**config.mk**
```make
export PLATFORM = sky130hd
export DESIGN_NAME = config_chain_loader
export DESIGN_NICKNAME = d
export VERILOG_FILES = /design/src/rtl/config_chain_loader.sv
export SDC_FILE = /design/constraint.sdc
export NUM_CORES = 1
export LEC_CHECK = 0
export ABC_AREA = 1
export BUFFER_PORTS_ARGS = -buffer_cell sky130_fd_sc_hd__clkbuf_2
export CAP_MARGIN = 15
export CORE_AREA = 5 5 81 83
export CTS_CLUSTER_SIZE = 25
export DETAILED_ROUTE_END_ITERATION = 16
export DIE_AREA = 0 0 86 88
export GPL_ROUTABILITY_DRIVEN = 0
export SYNTH_ARGS = -nofsm -noshare
export SYNTH_HDL_FRONTEND = slang
export SYNTH_SLANG_ARGS = --single-unit
export TNS_END_PERCENT = 10
```
**constraint.sdc**
```tcl
create_clock -name clock -period 1.8 [get_ports clock]
set_input_delay 0.09 -clock clock [delete_from_list [all_inputs] [get_ports clock]]
set_output_delay 0.09 -clock clock [all_outputs]
set_load 0.01 [all_outputs]
```
**src/rtl/config_chain_loader.sv**
```systemverilog
// Serial configuration-chain sequencer for one logic tile: optional chain clear, then an
// LSB-first load of CHAIN_LENGTH bits from a host word stream, with readback of the bits shifted out.
module config_chain_loader #(
  parameter int unsigned CHAIN_LENGTH = 1024,
  parameter int unsigned WORD_WIDTH   = 8,
  parameter int unsigned CLEAR_CYCLES = 4
) (
  input  logic                  clock,
  input  logic                  reset,
  input  logic                  start,
  input  logic                  clear_first,
  input  logic [WORD_WIDTH-1:0] word_data,
  input  logic                  word_valid,
  output logic                  word_ready,
  output logic [WORD_WIDTH-1:0] rb_data,
  output logic                  rb_valid,
  output logic                  busy,
  output logic                  done,
  output logic                  cfg_data,
  output logic                  cfg_enable,
  output logic                  cfg_nreset,
  input  logic                  cfg_return
);

  localparam int unsigned CntW  = $clog2(CHAIN_LENGTH + 1);
  localparam int unsigned WCntW = $clog2(WORD_WIDTH + 1);
  localparam int unsigned ClrW  = (CLEAR_CYCLES > 1) ? $clog2(CLEAR_CYCLES) : 1;

  typedef enum logic [1:0] {StIdle, StClear, StLoad, StDone} state_e;

  state_e state_q, state_d;

  logic [CntW-1:0]       bits_rem_q, bits_rem_d;
  logic [ClrW-1:0]       clr_cnt_q, clr_cnt_d;
  logic [WORD_WIDTH-1:0] sh_q, sh_d;
  logic [WCntW-1:0]      sh_cnt_q, sh_cnt_d;
  logic [WORD_WIDTH-1:0] rb_sh_q, rb_sh_d;
  logic [WCntW-1:0]      rb_idx_q, rb_idx_d;
  logic [WORD_WIDTH-1:0] rb_data_q, rb_data_d;
  logic                  rb_valid_q, rb_valid_d;
  logic                  busy_q, busy_d;
  logic                  done_q, done_d;
  logic                  cfg_data_q, cfg_data_d;
  logic                  cfg_enable_q, cfg_enable_d;
  logic                  cfg_nreset_q, cfg_nreset_d;

  logic                  start_ok;
  logic                  handshake;
  logic [WCntW-1:0]      take_n;

  // cfg_enable_q doubles as "shifter busy": a word is presented on cfg_data while it is high.
  assign word_ready = (state_q == StLoad) && !cfg_enable_q && (bits_rem_q != '0);
  assign handshake  = word_valid && word_ready;
  assign start_ok   = (state_q == StIdle) && start;
  assign take_n     = (32'(bits_rem_q) >= WORD_WIDTH) ? WCntW'(WORD_WIDTH)
                                                      : WCntW'(bits_rem_q);

  assign rb_data    = rb_data_q;
  assign rb_valid   = rb_valid_q;
  assign busy       = busy_q;
  assign done       = done_q;
  assign cfg_data   = cfg_data_q;
  assign cfg_enable = cfg_enable_q;
  assign cfg_nreset = cfg_nreset_q;

  always_ff @(posedge clock) begin
    if (reset) begin
      state_q <= StIdle;
    end else begin
      state_q <= state_d;
    end
  end

  always_comb begin
    state_d = state_q;
    unique case (state_q)
      StIdle:  if (start) state_d = clear_first ? StClear : StLoad;
      StClear: if (clr_cnt_q == '0) state_d = StLoad;
      // Leave only once the final word's readback pulse is on the outputs.
      StLoad:  if ((bits_rem_q == '0) && !cfg_enable_q) state_d = StDone;
      StDone:  state_d = StIdle;
      default: state_d = StIdle;
    endcase
  end

  always_comb begin
    bits_rem_d   = bits_rem_q;
    clr_cnt_d    = clr_cnt_q;
    sh_d         = sh_q;
    sh_cnt_d     = sh_cnt_q;
    rb_sh_d      = rb_sh_q;
    rb_idx_d     = rb_idx_q;
    rb_data_d    = rb_data_q;
    rb_valid_d   = 1'b0;
    done_d       = done_q;
    cfg_data_d   = cfg_data_q;
    cfg_enable_d = cfg_enable_q;
    cfg_nreset_d = cfg_nreset_q;

    if (start_ok) begin
      bits_rem_d   = CntW'(CHAIN_LENGTH);
      clr_cnt_d    = ClrW'(CLEAR_CYCLES - 1);
      cfg_nreset_d = ~clear_first;
      done_d       = 1'b0;
    end

    if (state_q == StClear) begin
      if (clr_cnt_q == '0) begin
        cfg_nreset_d = 1'b1;
      end else begin
        clr_cnt_d = clr_cnt_q - ClrW'(1);
      end
    end

    if (handshake) begin
      // Bit 0 goes straight to cfg_data; the shifter keeps the rest.
      cfg_data_d   = word_data[0];
      cfg_enable_d = 1'b1;
      sh_d         = word_data >> 1;
      sh_cnt_d     = take_n - WCntW'(1);
      bits_rem_d   = bits_rem_q - CntW'(take_n);
      rb_sh_d      = '0;
      rb_idx_d     = '0;
    end else if (cfg_enable_q) begin
      rb_sh_d  = rb_sh_q | (WORD_WIDTH'(cfg_return) << rb_idx_q);
      rb_idx_d = rb_idx_q + WCntW'(1);
      if (sh_cnt_q != '0) begin
        cfg_data_d = sh_q[0];
        sh_d       = sh_q >> 1;
        sh_cnt_d   = sh_cnt_q - WCntW'(1);
      end else begin
        cfg_data_d   = 1'b0;
        cfg_enable_d = 1'b0;
        rb_data_d    = rb_sh_d;
        rb_valid_d   = 1'b1;
      end
    end

    busy_d = (state_d == StClear) || (state_d == StLoad);
    if (state_d == StDone) begin
      done_d = 1'b1;
    end
  end

  always_ff @(posedge clock) begin
    if (reset) begin
      bits_rem_q   <= '0;
      clr_cnt_q    <= '0;
      sh_q         <= '0;
      sh_cnt_q     <= '0;
      rb_sh_q      <= '0;
      rb_idx_q     <= '0;
      rb_data_q    <= '0;
      rb_valid_q   <= 1'b0;
      busy_q       <= 1'b0;
      done_q       <= 1'b0;
      cfg_data_q   <= 1'b0;
      cfg_enable_q <= 1'b0;
      cfg_nreset_q <= 1'b1;
    end else begin
      bits_rem_q   <= bits_rem_d;
      clr_cnt_q    <= clr_cnt_d;
      sh_q         <= sh_d;
      sh_cnt_q     <= sh_cnt_d;
      rb_sh_q      <= rb_sh_d;
      rb_idx_q     <= rb_idx_d;
      rb_data_q    <= rb_data_d;
      rb_valid_q   <= rb_valid_d;
      busy_q       <= busy_d;
      done_q       <= done_d;
      cfg_data_q   <= cfg_data_d;
      cfg_enable_q <= cfg_enable_d;
      cfg_nreset_q <= cfg_nreset_d;
    end
  end

endmodule
```
[Yosys cells after proc, flatten, opt, wreduce, memory -nomap -nowiden]
Index checks and enable logic that the tools add are counted.
Cells by class
  muxes and demuxes: 29
  shift operators: 1
  equality and inequality tests: 6
  bitwise logic cells: 5
  reductions and logical operators: 20
  $lt $le $gt $ge: 1
  add/sub/neg operators: 5
Operator list (number)
  two-way mux 11 bit: 2
  two-way mux 7 bit: 3
  two-way mux 4 bit: 4
  two-way mux 2 bit: 7
  two-way mux 1 bit: 12
  >= comparator 11 x 4 -> 1 bit (second input constant): 1
  logical NOT 11 bit: 1
  nonzero test 11 bit: 1
  subtractor 11 x 4 -> 11 bit: 1
  equality test 2 bit (second input constant): 4
  bitwise OR 8 bit: 1
  case mux 2 bit (4 select lines): 1
  nonzero test 2 bit: 4
  left shift 1 x 4 -> 8 bit: 1
  subtractor 4 x 1 -> 4 bit (second input constant): 2
  logical AND 1 bit: 5
  adder 4 x 1 -> 4 bit (second input constant): 1
  equality test 2 x 1 -> 1 bit (second input constant): 2
  logical NOT 2 bit: 2
  NOT 1 bit: 4
  nonzero test 4 bit: 1
  AND reduction 3 bit: 1
  OR reduction 3 bit: 1
  AND reduction 2 bit: 1
  4 further kinds: 4
Word-level totals
  register bits after elaboration: 52
  output and inout bits: 15

[Logic depth before layout (Yosys ltp)]
  depth after elaboration: 6
  gate-level depth with buffers: 13

[Worst setup path before layout]
Ideal clock, no wire load.
  path type: register -> register
  start point: register bits_rem_q[4]
  end point: register bits_rem_q[8]
  clock period less this slack: 1.603 ns
  library setup time: 0.113 ns
  path buffers: 0
  stages on the path, launching flop included: 13
  slack: 0.197 ns
  required time: 1.687 ns
  data arrival time: 1.490 ns
  cells stage by stage: dfxtp_1 > nor2_4 > nand2_4 > nor2_4 > nor2_2 > inv_1 > ha_1 > nor2_4 > nand2_2 > nand2_4 > nand3_2 > o21ai_1 > nor2_1
On the way
  word-level cells in the longest chain between the ends: 4
  elaborated cells on any way between the ends: 8
  classes of those cells: 1 x add/sub; 1 x order compare; 2 x mux; 4 x reduce/logical
Ends and longest elaborated chain
  start, declared: RTL line 33  | logic [CntW-1:0] bits_rem_q, bits_rem_d;
  start signal, assigned: RTL line 161  | bits_rem_q <= bits_rem_d;
  >= comparator 11 x 4 -> 1 bit / nonzero test 11 bit (equally long branches): RTL line 55, 52
  two-way mux 4 bit / logical AND 1 bit (equally long branches): RTL line 55, 52
  subtractor 11 x 4 -> 11 bit / logical AND 1 bit (equally long branches): RTL line 121, 53
  two-way mux 11 bit / nonzero test 2 bit (equally long branches)
Several ways; a longest one is shown, not always the timed one.
A chain may end at the register's enable or synchronous reset.

[Worst setup path after layout]
  start point: register bits_rem_q[8]
  end point: register bits_rem_q[10]
The elaborated chain is that of the path after synthesis.

==> impl_metrics.py <==
metrics = {
    "sta": {
        "setup_ws_ps": 157,
        "hold_ws_ps": 11.7,
        "rsz0062_at_grt": "no",
        "tightestPinTransition_ps": 566,
        "fin_setup_tns_ps": 0,
        "drv_slew": 0,
        "period_share": 0.913,
        "fmax_ghz": 0.609,
        "clock_skew_ps": 7.90,
        "period_needed_ps": 1640,
        "setup_violations": 0,
        "relSlewSlack": 0.623,
        "final-hold-violation-count": 0,
    },
    "worst_setup_path": {
        "critPathTopFamily": "simple AND/OR/NAND/NOR gates",
        "worst-path-max-fanout": 7,
        "crit_top_cell": "nor2_4",
        "crit_arrival_ps": 1850,
        "crit_type": "register to register",
        "rr_startpoint": "bits_rem_q[8]",
        "crit_chain": "nor2_2, nand2_1, nor2_4, nor2_4, inv_1, ha_2, nor2_4, nand2_2, nand2_4, nand3_2, nand3_1, nand2_1, nor2_1",
        "cp-end-kind": "register",
        "cp_num_buf_inv": 1,
        "cpMaxStageDelayCell": "dfxtp_1",
        "critPathRequiredTime_ps": 2010,
        "max_stage_delay_ps": 350,
        "cp-startpoint": "bits_rem_q[8]",
        "cp-start-kind": "register",
    },
    "clock_network": {
        "clk_pin_slew_ps": 90,
        "htreeDepth": 2,
        "cts_buffers": 5,
        "cts_root_buf": "clkbuf_8",
        "cts_num_sinks": 52,
        "cts_tree": "built",
        "cts_buffer_depth": 2,
        "clk_latency_ps": 300,
    },
    "run_status": {
        "status": "finished, final reports clean",
    },
    "floorplan": {
        "core_mm2": 0.00578,
        "num_rows": 28,
        "die_w_um": 86,
        "ios": 29,
        "die_y_um": 88,
        "dieArea_mm2": 0.00757,
        "initial_core_util": 0.429,
    },
    "grt": {
        "use_met1": 0.197,
        "met2_usage": 0.234,
        "grt.total_usage": 0.148,
        "grt_max_degree": 25,
        "antenna_found_initial": 0,
        "grtUsageMet3": 0.0320,
        "overflow": 0,
        "grt_pass1_vias": 1995,
        "grt_busiest_layer": "met2",
        "grt_pass1_wl_um": 8980,
    },
    "route": {
        "drt_iter0_markers": 98,
        "drc": 0,
        "num_vias": 2174,
        "viasPerCell": 4.87,
        "drt-pass1-iter-count": 4,
        "totalWireLength_um": 5200,
        "ant_nets": 0,
        "post_drt_wl_per_cell_um": 11.7,
    },
    "yosys": {
        "synthesis.area_mm2": 0.00248,
        "yosys_warnings": 0,
        "synth_cell_types": 34,
        "syn_nets": 356,
        "avgSynthCellArea_um2": 7.34,
        "yosysSeqAreaShare": 0.420,
        "synth_cells": 338,
        "ys_seq_elements": 52,
    },
    "place": {
        "dp_hpwl_um": 3740,
        "dp_cells": 437,
        "post-place-ws_ps": 80.0,
        "port_buffers": 28,
    },
    "finish": {
        "layout_common_cells": "nand2_1 (61), dfxtp_1 (50), inv_1 (38), nor2_1 (37), a21oi_1 (32)",
        "drive_gt1_frac": 0.202,
        "nets": 388,
        "layout_commonest_cell": "nand2_1",
        "area_growth_pct": 14.1,
        "fillers": 622,
        "antenna_cells": 0,
        "fin_cells": 446,
    },
    "power": {
        "ir_worst_vdd_v": 0.000541,
        "total_power_uw": 2450,
        "cellPowerDensity_mw_per_mm2": 866,
        "cellLeakagePower_uw": 0.00119,
    },
    "hold_path": {
        "hold_start": "word_data[7]",
        "hold_class": "input pin to register",
    },
    "run": {
        "cap_violations": 0,
    },
}
==> per-layer routing <==
layer	part of all wire	up-vias
met5	0	-
met3	0.033	7
met2	0.45	31
li1	-	1167
met1	0.51	969
met4	0.013	0
==> stage by stage <==
step                      utilization  area, um2
after floorplan                     -       2480
after global placement          0.466       2700
after detailed placement        0.466       2700
after CTS                       0.485       2800
after global routing            0.490       2830
final                           0.490       2830
==> report_power, final <==
part           switching, uW  total [uW]  internal (uW)
Clock                    377         790            413
Sequential              32.7        1230           1200
Combinational            272         429            156
==> cells by family after synthesis <==
logic type | Yosys count | share of synthesized area
compound gates | 69 | 0.155
xor+xnor | 1 | 0.00353
fa+ha+maj | 4 | 0.0202
buf+inv | 57 | 0.0999
flops | 52 | 0.420
other cells | 1 | 0.00151
simple gates | 154 | 0.300
==> worst register-to-register path, stage by stage, from the launching register on <==
cell	delay (ps)
dfxtp_1	350
nor2_2	130
nand2_1	90
nor2_4	230
nor2_4	70
inv_1	70
ha_2	200
nor2_4	50
nand2_2	70
nand2_4	60
nand3_2	70
nand3_1	60
nand2_1	60
nor2_1	40
==> flip-flops by register name, indices dropped and copies added, names as in the netlist, 2 cells and up <==
register and flops:
sh_cnt_q 4, rb_data 8, rb_idx_q 4, rb_sh_q 8, clr_cnt_q 2, sh_q 7
bits_rem_q 11, state_q 2
==> layout make-up <==
type	instances	area, um2	share of cell area
multi-input combinational	229	1210	0.427
sequential	52	1040	0.369
timing repair buffer	37	208	0.0734
inverter	45	169	0.0597
tap	75	93.8	0.0332
clock buffer	6	72.6	0.0256
clock inverter	2	35.0	0.0124
==> Yosys cell counts <==
cell type	instances	area [um2]
inv_1	38	143
nand3_1	20	100
buf_6	3	33.8
nand2_4	3	33.8
nand2_1	62	233
o21ai_0	15	75.1
o21ai_1	4	20.0
o311a_1	1	10.0
or2_1	1	6.26
a211oi_1	6	45.0
a31oi_1	7	43.8
nor2_1	38	143
inv_2	7	26.3
xor2_1	1	8.76
a22oi_1	1	7.51
o21ai_2	1	8.76
nor3_1	8	40.0
nor2_4	4	45.0
a21oi_1	32	160
clkbuf_1	4	15.0
ha_1	4	50.1
buf_2	3	15.0
nand3_2	2	20.0
nand3_4	1	17.5
o31ai_1	1	7.51
nand3b_1	1	7.51
nand4_1	6	37.5
nor2_2	5	31.3
buf_4	2	15.0
dfxtp_1	52	1040
conb_1	1	3.75
o211ai_1	1	7.51
nand2_2	2	12.5
nor3_4	1	16.3
==> path summary, 6_finish.rpt <==
kind	depth (start not counted)	slack, ps	to
worst min-delay path	3	10	sh_q[6]
worst max register to register	13	160	bits_rem_q[10]
worst max-delay path	13	160	bits_rem_q[10]
worst min register to register	2	450	rb_sh_q[4]
==> timing repair <==
action | in CTS | in global routing
setup buffers | 0 | 1
endpoints found under the setup margin | 0 | 8
gates resized for setup | 0 | 7
hold buffers | 0 | 0
Power figures use the tool's default switching activity.
